[config.mk]
export PLATFORM = sky130hd
export DESIGN_NAME = alu_seq_ctrl
export DESIGN_NICKNAME = d
export VERILOG_FILES = /design/src/rtl/alu_seq_pkg.sv /design/src/rtl/alu_seq_fifo.sv /design/src/rtl/alu_seq_ctrl.sv
export SDC_FILE = /design/constraint.sdc
export NUM_CORES = 1
export LEC_CHECK = 0
export CAP_MARGIN = 10
export CORE_UTILIZATION = 49
export DETAILED_ROUTE_END_ITERATION = 8
export GPL_TIMING_DRIVEN = 0
export PLACE_DENSITY = 0.75
export SLEW_MARGIN = 15
export SYNTH_ARGS = -nofsm -noshare
export SYNTH_HDL_FRONTEND = slang
export SYNTH_SLANG_ARGS = --single-unit
[constraint.sdc]
create_clock -name clk -period 2.23 [get_ports clk]
set_input_delay 0.446 -clock clk [delete_from_list [all_inputs] [get_ports clk]]
set_output_delay 0.446 -clock clk [all_outputs]
set_load 0.005 [all_outputs]
[src/rtl/alu_seq_pkg.sv]
// alu_seq_pkg: shared types and helpers for the ALU instruction sequencer.
// Holds the sequencer state enum, the packed instruction layout
// (op | rs | rt | rd) and the field-extract helper used by the top.
package alu_seq_pkg;

  // Field widths of the packed register-register instruction word.
  localparam int OP_W    = 3;
  localparam int ADDR_W  = 5;
  localparam int INSTR_W = 18;

  // Least-significant bit of each field inside the instruction word.
  localparam int OP_LSB = 15;
  localparam int RS_LSB = 10;
  localparam int RT_LSB = 5;
  localparam int RD_LSB = 0;

  // Sequencer states: wait for work, drive reads/ALU, commit the write.
  typedef enum logic [1:0] {
    IDLE  = 2'd0,
    ISSUE = 2'd1,
    WRITE = 2'd2
  } state_t;

  // Decoded view of one instruction.
  typedef struct packed {
    logic [OP_W-1:0]   op;
    logic [ADDR_W-1:0] rs;
    logic [ADDR_W-1:0] rt;
    logic [ADDR_W-1:0] rd;
  } instr_t;

  // Split a packed instruction word into its named fields.
  function automatic instr_t instr_unpack(input logic [INSTR_W-1:0] word);
    instr_t fields;
    fields.op = word[OP_LSB +: OP_W];
    fields.rs = word[RS_LSB +: ADDR_W];
    fields.rt = word[RT_LSB +: ADDR_W];
    fields.rd = word[RD_LSB +: ADDR_W];
    return fields;
  endfunction

endpackage

[src/rtl/alu_seq_fifo.sv]
// alu_seq_fifo: small synchronous instruction FIFO with count-based
// full/empty flags. The head entry is presented on dout without waiting
// for a pop (first-word fall-through), so the sequencer can load it into
// its instruction register on the same edge that it pops.
module alu_seq_fifo
  import alu_seq_pkg::*;
#(
  parameter int DEPTH = 4,
  parameter int WIDTH = INSTR_W
) (
  input  logic             clk,
  input  logic             srst,
  input  logic             push,
  input  logic             pop,
  input  logic [WIDTH-1:0] din,
  output logic [WIDTH-1:0] dout,
  output logic             full,
  output logic             empty
);

  localparam int AW = $clog2(DEPTH);

  logic [AW-1:0]    wr_ptr_reg;
  logic [AW-1:0]    rd_ptr_reg;
  logic [AW:0]      count_reg;
  logic             push_en;
  logic             pop_en;
  logic [WIDTH-1:0] entry_data [DEPTH];

  assign full    = (count_reg == (AW+1)'(DEPTH));
  assign empty   = (count_reg == '0);
  // Requests against a full/empty FIFO are ignored rather than corrupting state.
  assign push_en = push && !full;
  assign pop_en  = pop && !empty;
  assign dout    = entry_data[rd_ptr_reg];

  // One storage slot per entry; only the slot under the write pointer loads.
  genvar gi;
  generate
    for (gi = 0; gi < DEPTH; gi++) begin : g_entry
      logic [WIDTH-1:0] data_reg;

      // Capture the pushed word when this slot is the write target.
      always_ff @(posedge clk) begin
        if (push_en && (wr_ptr_reg == AW'(gi))) begin
          data_reg <= din;
        end
      end

      assign entry_data[gi] = data_reg;
    end
  endgenerate

  // Pointer and occupancy bookkeeping; DEPTH is a power of two so pointers wrap naturally.
  always_ff @(posedge clk) begin
    if (srst) begin
      wr_ptr_reg <= '0;
      rd_ptr_reg <= '0;
      count_reg  <= '0;
    end else begin
      if (push_en) begin
        wr_ptr_reg <= wr_ptr_reg + AW'(1);
      end
      if (pop_en) begin
        rd_ptr_reg <= rd_ptr_reg + AW'(1);
      end
      case ({push_en, pop_en})
        2'b10:   count_reg <= count_reg + (AW+1)'(1);
        2'b01:   count_reg <= count_reg - (AW+1)'(1);
        default: count_reg <= count_reg;
      endcase
    end
  end

endmodule

[src/rtl/alu_seq_ctrl.sv]
// alu_seq_ctrl: instruction sequencer for the register-file + ALU datapath.
// Buffers packed rr-instructions in a FIFO and walks each one through
// ISSUE (read + ALU evaluate, flags captured) and WRITE (write enable),
// pulsing done one cycle later with the captured flags.
// Optional feature: define ALU_SEQ_OF_GUARD_EN to suppress the register
// write of any instruction whose ALU result overflowed, and to raise a
// sticky err flag when that happens.
module alu_seq_ctrl
  import alu_seq_pkg::*;
#(
  parameter int FIFO_DEPTH = 4,
  parameter int CNT_W      = 16
) (
  input  logic               clk,
  input  logic               Reset,
  input  logic               instr_valid,
  output logic               instr_ready,
  input  logic [INSTR_W-1:0] instr_word,
  output logic [ADDR_W-1:0]  R_Addr_A,
  output logic [ADDR_W-1:0]  R_Addr_B,
  output logic [ADDR_W-1:0]  W_Addr,
  output logic [OP_W-1:0]    ALU_OP,
  output logic               Write_Reg,
  input  logic               OF,
  input  logic               ZF,
  output logic               done,
  output logic               done_of,
  output logic               done_zf,
  output logic               err,
  output logic               busy,
  output logic [CNT_W-1:0]   retired
);

  state_t             state_reg;
  logic               fifo_full;
  logic               fifo_empty;
  logic               fifo_pop;
  logic [INSTR_W-1:0] fifo_dout;
  instr_t             head_instr;
  logic               of_cap_reg;
  logic               zf_cap_reg;
  logic               wr_allow;

  alu_seq_fifo #(
    .DEPTH (FIFO_DEPTH),
    .WIDTH (INSTR_W)
  ) u_fifo (
    .clk   (clk),
    .srst  (Reset),
    .push  (instr_valid),
    .pop   (fifo_pop),
    .din   (instr_word),
    .dout  (fifo_dout),
    .full  (fifo_full),
    .empty (fifo_empty)
  );

  assign head_instr  = instr_unpack(fifo_dout);
  assign instr_ready = !fifo_full;
  assign busy        = !fifo_empty || (state_reg != IDLE);
  // The next instruction is taken from IDLE, or straight out of WRITE so
  // that a full FIFO sustains one instruction every two cycles.
  assign fifo_pop    = (state_reg != ISSUE) && !fifo_empty;

`ifdef ALU_SEQ_OF_GUARD_EN
  logic err_reg;

  // An overflowing result is never committed to the register file.
  assign wr_allow = !OF;
  assign err      = err_reg;

  // Sticky overflow error: set by any overflow seen during ISSUE, cleared only by Reset.
  always_ff @(posedge clk) begin
    if (Reset) begin
      err_reg <= 1'b0;
    end else if ((state_reg == ISSUE) && OF) begin
      err_reg <= 1'b1;
    end
  end
`else
  assign wr_allow = 1'b1;
  assign err      = 1'b0;
`endif

  // Sequencer FSM: the address/opcode outputs double as the instruction
  // register, loaded on pop and held steady through ISSUE, WRITE and IDLE.
  always_ff @(posedge clk) begin
    if (Reset) begin
      state_reg  <= IDLE;
      R_Addr_A   <= '0;
      R_Addr_B   <= '0;
      W_Addr     <= '0;
      ALU_OP     <= '0;
      Write_Reg  <= 1'b0;
      of_cap_reg <= 1'b0;
      zf_cap_reg <= 1'b0;
      done       <= 1'b0;
      done_of    <= 1'b0;
      done_zf    <= 1'b0;
      retired    <= '0;
    end else begin
      done <= 1'b0;
      case (state_reg)
        IDLE: begin
          Write_Reg <= 1'b0;
          if (fifo_pop) begin
            R_Addr_A  <= head_instr.rs;
            R_Addr_B  <= head_instr.rt;
            W_Addr    <= head_instr.rd;
            ALU_OP    <= head_instr.op;
            state_reg <= ISSUE;
          end
        end
        ISSUE: begin
          // Datapath settles combinationally during ISSUE; latch its flags now.
          of_cap_reg <= OF;
          zf_cap_reg <= ZF;
          Write_Reg  <= wr_allow;
          state_reg  <= WRITE;
        end
        WRITE: begin
          // Retire the instruction whose write commits at this edge.
          Write_Reg <= 1'b0;
          done      <= 1'b1;
          done_of   <= of_cap_reg;
          done_zf   <= zf_cap_reg;
          retired   <= retired + CNT_W'(1);
          if (fifo_pop) begin
            R_Addr_A  <= head_instr.rs;
            R_Addr_B  <= head_instr.rt;
            W_Addr    <= head_instr.rd;
            ALU_OP    <= head_instr.op;
            state_reg <= ISSUE;
          end else begin
            state_reg <= IDLE;
          end
        end
        default: begin
          Write_Reg <= 1'b0;
          state_reg <= IDLE;
        end
      endcase
    end
  end

endmodule
==> results.cfg <==
[logic_synthesis]
async_flop_share_pct = 0
syn_nets = 359
synth_edf_count = 72
netlist_top_cells_area = edfxtp_1 (47%), dfxtp_1 (21%), mux4_2 (8.8%), nand2_1 (3.5%), a21oi_1 (2.6%)
syn_area_um2 = 4630
ys_ff_latch = 121
synthFlopType = edfxtp_1
avgSynthCellArea_um2 = 14.1
synth_warnings = 0
synthTopCellsByCount = edfxtp_1 (72), dfxtp_1 (49), nand2_1 (43)
synth_top_area_share_pct = 46.7
yosysMostFrequentCell = edfxtp_1
ys_seq_area_share_pct = 67.9
synth.largest_area_cell = edfxtp_1
netlist_instances = 329
ys_types = 41

[floorplan]
fp.coreArea_um2 = 9200
start_util_pct = 50.3
std_cell_rows = 35
die_w_um = 99.2
die_area_um2 = 9840
dieHeight_um = 99.2
pin_count = 64

[route]
via_count = 2857
ant_nets = 0
drt_iter0_drc = 93
drt-vias-per-instance = 5.34
remaining_drc_errors = 0
avgRoutedWirePerCell_um = 17.1
routed_wl_um = 9140
dr.pass1.iters = 4

[timing]
slew_headroom_pct = 30.0
fmax_ghz = 0.451
fin_crit_ns = 2.22
setup_tns_ns = 0
final_hold_viol_count = 0
tightest_slew_ns = 1.05
period_share_pct = 99.5
fin_skew_ns = 0.0113
slew_viol_final = 0
rsz0062_at_grt = yes
setup_viol = 0

[run_status]
run_status = finished clean

[clocking]
cts_hold_buf = 0
clock_latency_ns = 0.52
cts_tree = yes
cts.sinks = 121
cts_buffers = 17
clockBufferDepth = 2
path_clk_slew_ns = 0.06
htreeDepth = 4
root_buffer = clkbuf_8

[worst_setup_path]
path_class = register to register
reg2reg_depth = 9
reg2reg_slack_ns = 0.01
critPathSlowestCell = or3b_4
startpoint = u_fifo.count_reg[2]
max_stage_delay_ns = 0.41
timing.rr.end = u_fifo.count_reg[2]
cp_max_fo = 6
critPathCaptureType = register
cp-start-kind = register
worstPathCellList = or3b_4, and2_4, inv_2, ha_4, inv_1, fa_2, xor2_1, or3_1, a21oi_1
crit-reg2reg-launch = u_fifo.count_reg[2]
cp.required_ns = 2.66
cp.arrival_ns = 2.65
critPathCapture = u_fifo.count_reg[2]

[finish]
antennaDiodeCount = 0
syn2layout_area_growth_pct = 30.9
largest_reg_flops = 72
finalNetCount = 441
drive_gt1_share_pct = 18.4
fillerInstances = 669
utilization_pct = 65.9

[power_and_ir_drop]
pwr-share-clk_pct = 37.0
cell_internal_pwr_uw = 5530
power.leakage_uw = 0.00215
ir_worst_vdd_uv = 912
seqPwrFrac_pct = 37.9
comb_power_share_pct = 25.1
power.density_nw_per_um2 = 1270
total_power_uw = 7670
netSwitchingFraction_pct = 27.9
p_switching_uw = 2140

[global_route]
antenna_found_initial = 0
grt_overflow_total = 0
grt_max_degree = 19
grt_pass1_vias = 2949
globalRouteTotalUtil_pct = 20.6
grt_pass1_wl_um = 14900

[placed_design]
dpl.hpwl_um = 5610
place_congestion = 0.722
io_buffers = 62

[job]
max-cap-violations = 0

[worst_hold_path]
whs_path_depth = 2
worstHoldStart = R_Addr_A[1]
worstHoldPathType = register to register
[logic make-up (layout without fill, tap and decap cells)]
kind of cell	count (synthesis)	count (layout)	synth area share, %
other	1	1	0.0810
buffers and inverters	24	119	2.22
adder cells (fa/ha/maj)	7	7	2.06
AND/OR/NAND/NOR	108	108	11.4
AO/OA/AOI/OAI	28	28	3.19
multiplexers	24	24	10.1
flip-flops	121	121	67.9
XOR/XNOR	16	16	3.03
[layer usage]
layer	wire length, um	up-vias	global-route usage [%]
met3	458	16	6.96
met5	0	-	0
met4	141	0	7.92
met2	4700	83	35.1
li1	-	1353	-
met1	3840	1405	24.5
[stage by stage]
step                setup WS [ns]  area, um^2  hold slack [ns]  cells
detailed placement         -0.284        5390            0.449    502
global placement           -0.186        5390            0.445    502
finish                     0.0107        6060            0.460    535
CTS                       0.00990        6050            0.459    535
floorplan                  0.0193        4630            0.453    329
global route              -0.0626        6060            0.488    535
[layout make-up]
cell class / count / area [um^2] / share of cell area (%)
multi-input combinational: 184 / 1410 / 23.2
clock buffer: 20 / 467 / 7.71
timing repair buffer: 64 / 638 / 10.5
tap: 111 / 139 / 2.29
inverter: 9 / 33.8 / 0.558
sequential: 121 / 3150 / 52.0
buffer: 14 / 65.1 / 1.07
clock inverter: 12 / 161 / 2.66
[how the worst min path moves through the flow]
stage / to
after CTS: R_Addr_B[4]
after detailed placement: R_Addr_B[4]
final: R_Addr_A[1]
after floorplan: ALU_OP[0]
after global routing: W_Addr[4]
after global placement: R_Addr_A[2]
[power groups by stage]
| stage | logic (uW) | registers (uW) | clock network (uW) |
|---|---|---|---|
| after global placement | 1790 | 2930 | 0 |
| after detailed placement | 1850 | 2940 | 0 |
| after global routing | 2110 | 2940 | 2960 |
| after floorplan | 1150 | 2910 | 0 |
| final | 1920 | 2910 | 2840 |
| after CTS | 1940 | 2910 | 2870 |
[what timing repair did]
item | CTS | global route
gates cloned | 0 | 0
setup buffers | 2 | 0
pin swaps | 3 | 0
gates resized for setup | 9 | 1
setup endpoints to repair | 2 | 3
[cells in the final DEF (no fill, tap or decap), drive strengths merged, types with 2 or more instances in the layout]
master	n
bufinv	3
nor2	32
mux2i	5
a21oi	24
nand3	2
clkdlybuf4s50	61
nor2b	2
buf	11
dfxtp	49
clkinv	4
nand2b	3
a31o	2
clkbuf	25
mux4	18
xnor2	8
nor3	5
inv	11
ha	6
nand4	5
xor2	8
nand2	43
or3	2
clkinvlp	3
edfxtp	72
and3	4
o21ai	2
[worst max-delay path: cells and delay by family (launching register included)]
| kind | cells | cell delay, ns |
|---|---|---|
| and+or+nand+nor | 3 | 0.89 |
| adders and majority gates | 2 | 0.47 |
| xor gates and xnor gates | 1 | 0.17 |
| DFF | 1 | 0.35 |
| AOI/OAI and AO/OA | 1 | 0.13 |
| buffers and inverters | 2 | 0.12 |
Note: power is estimated with default switching activity, not from simulation.
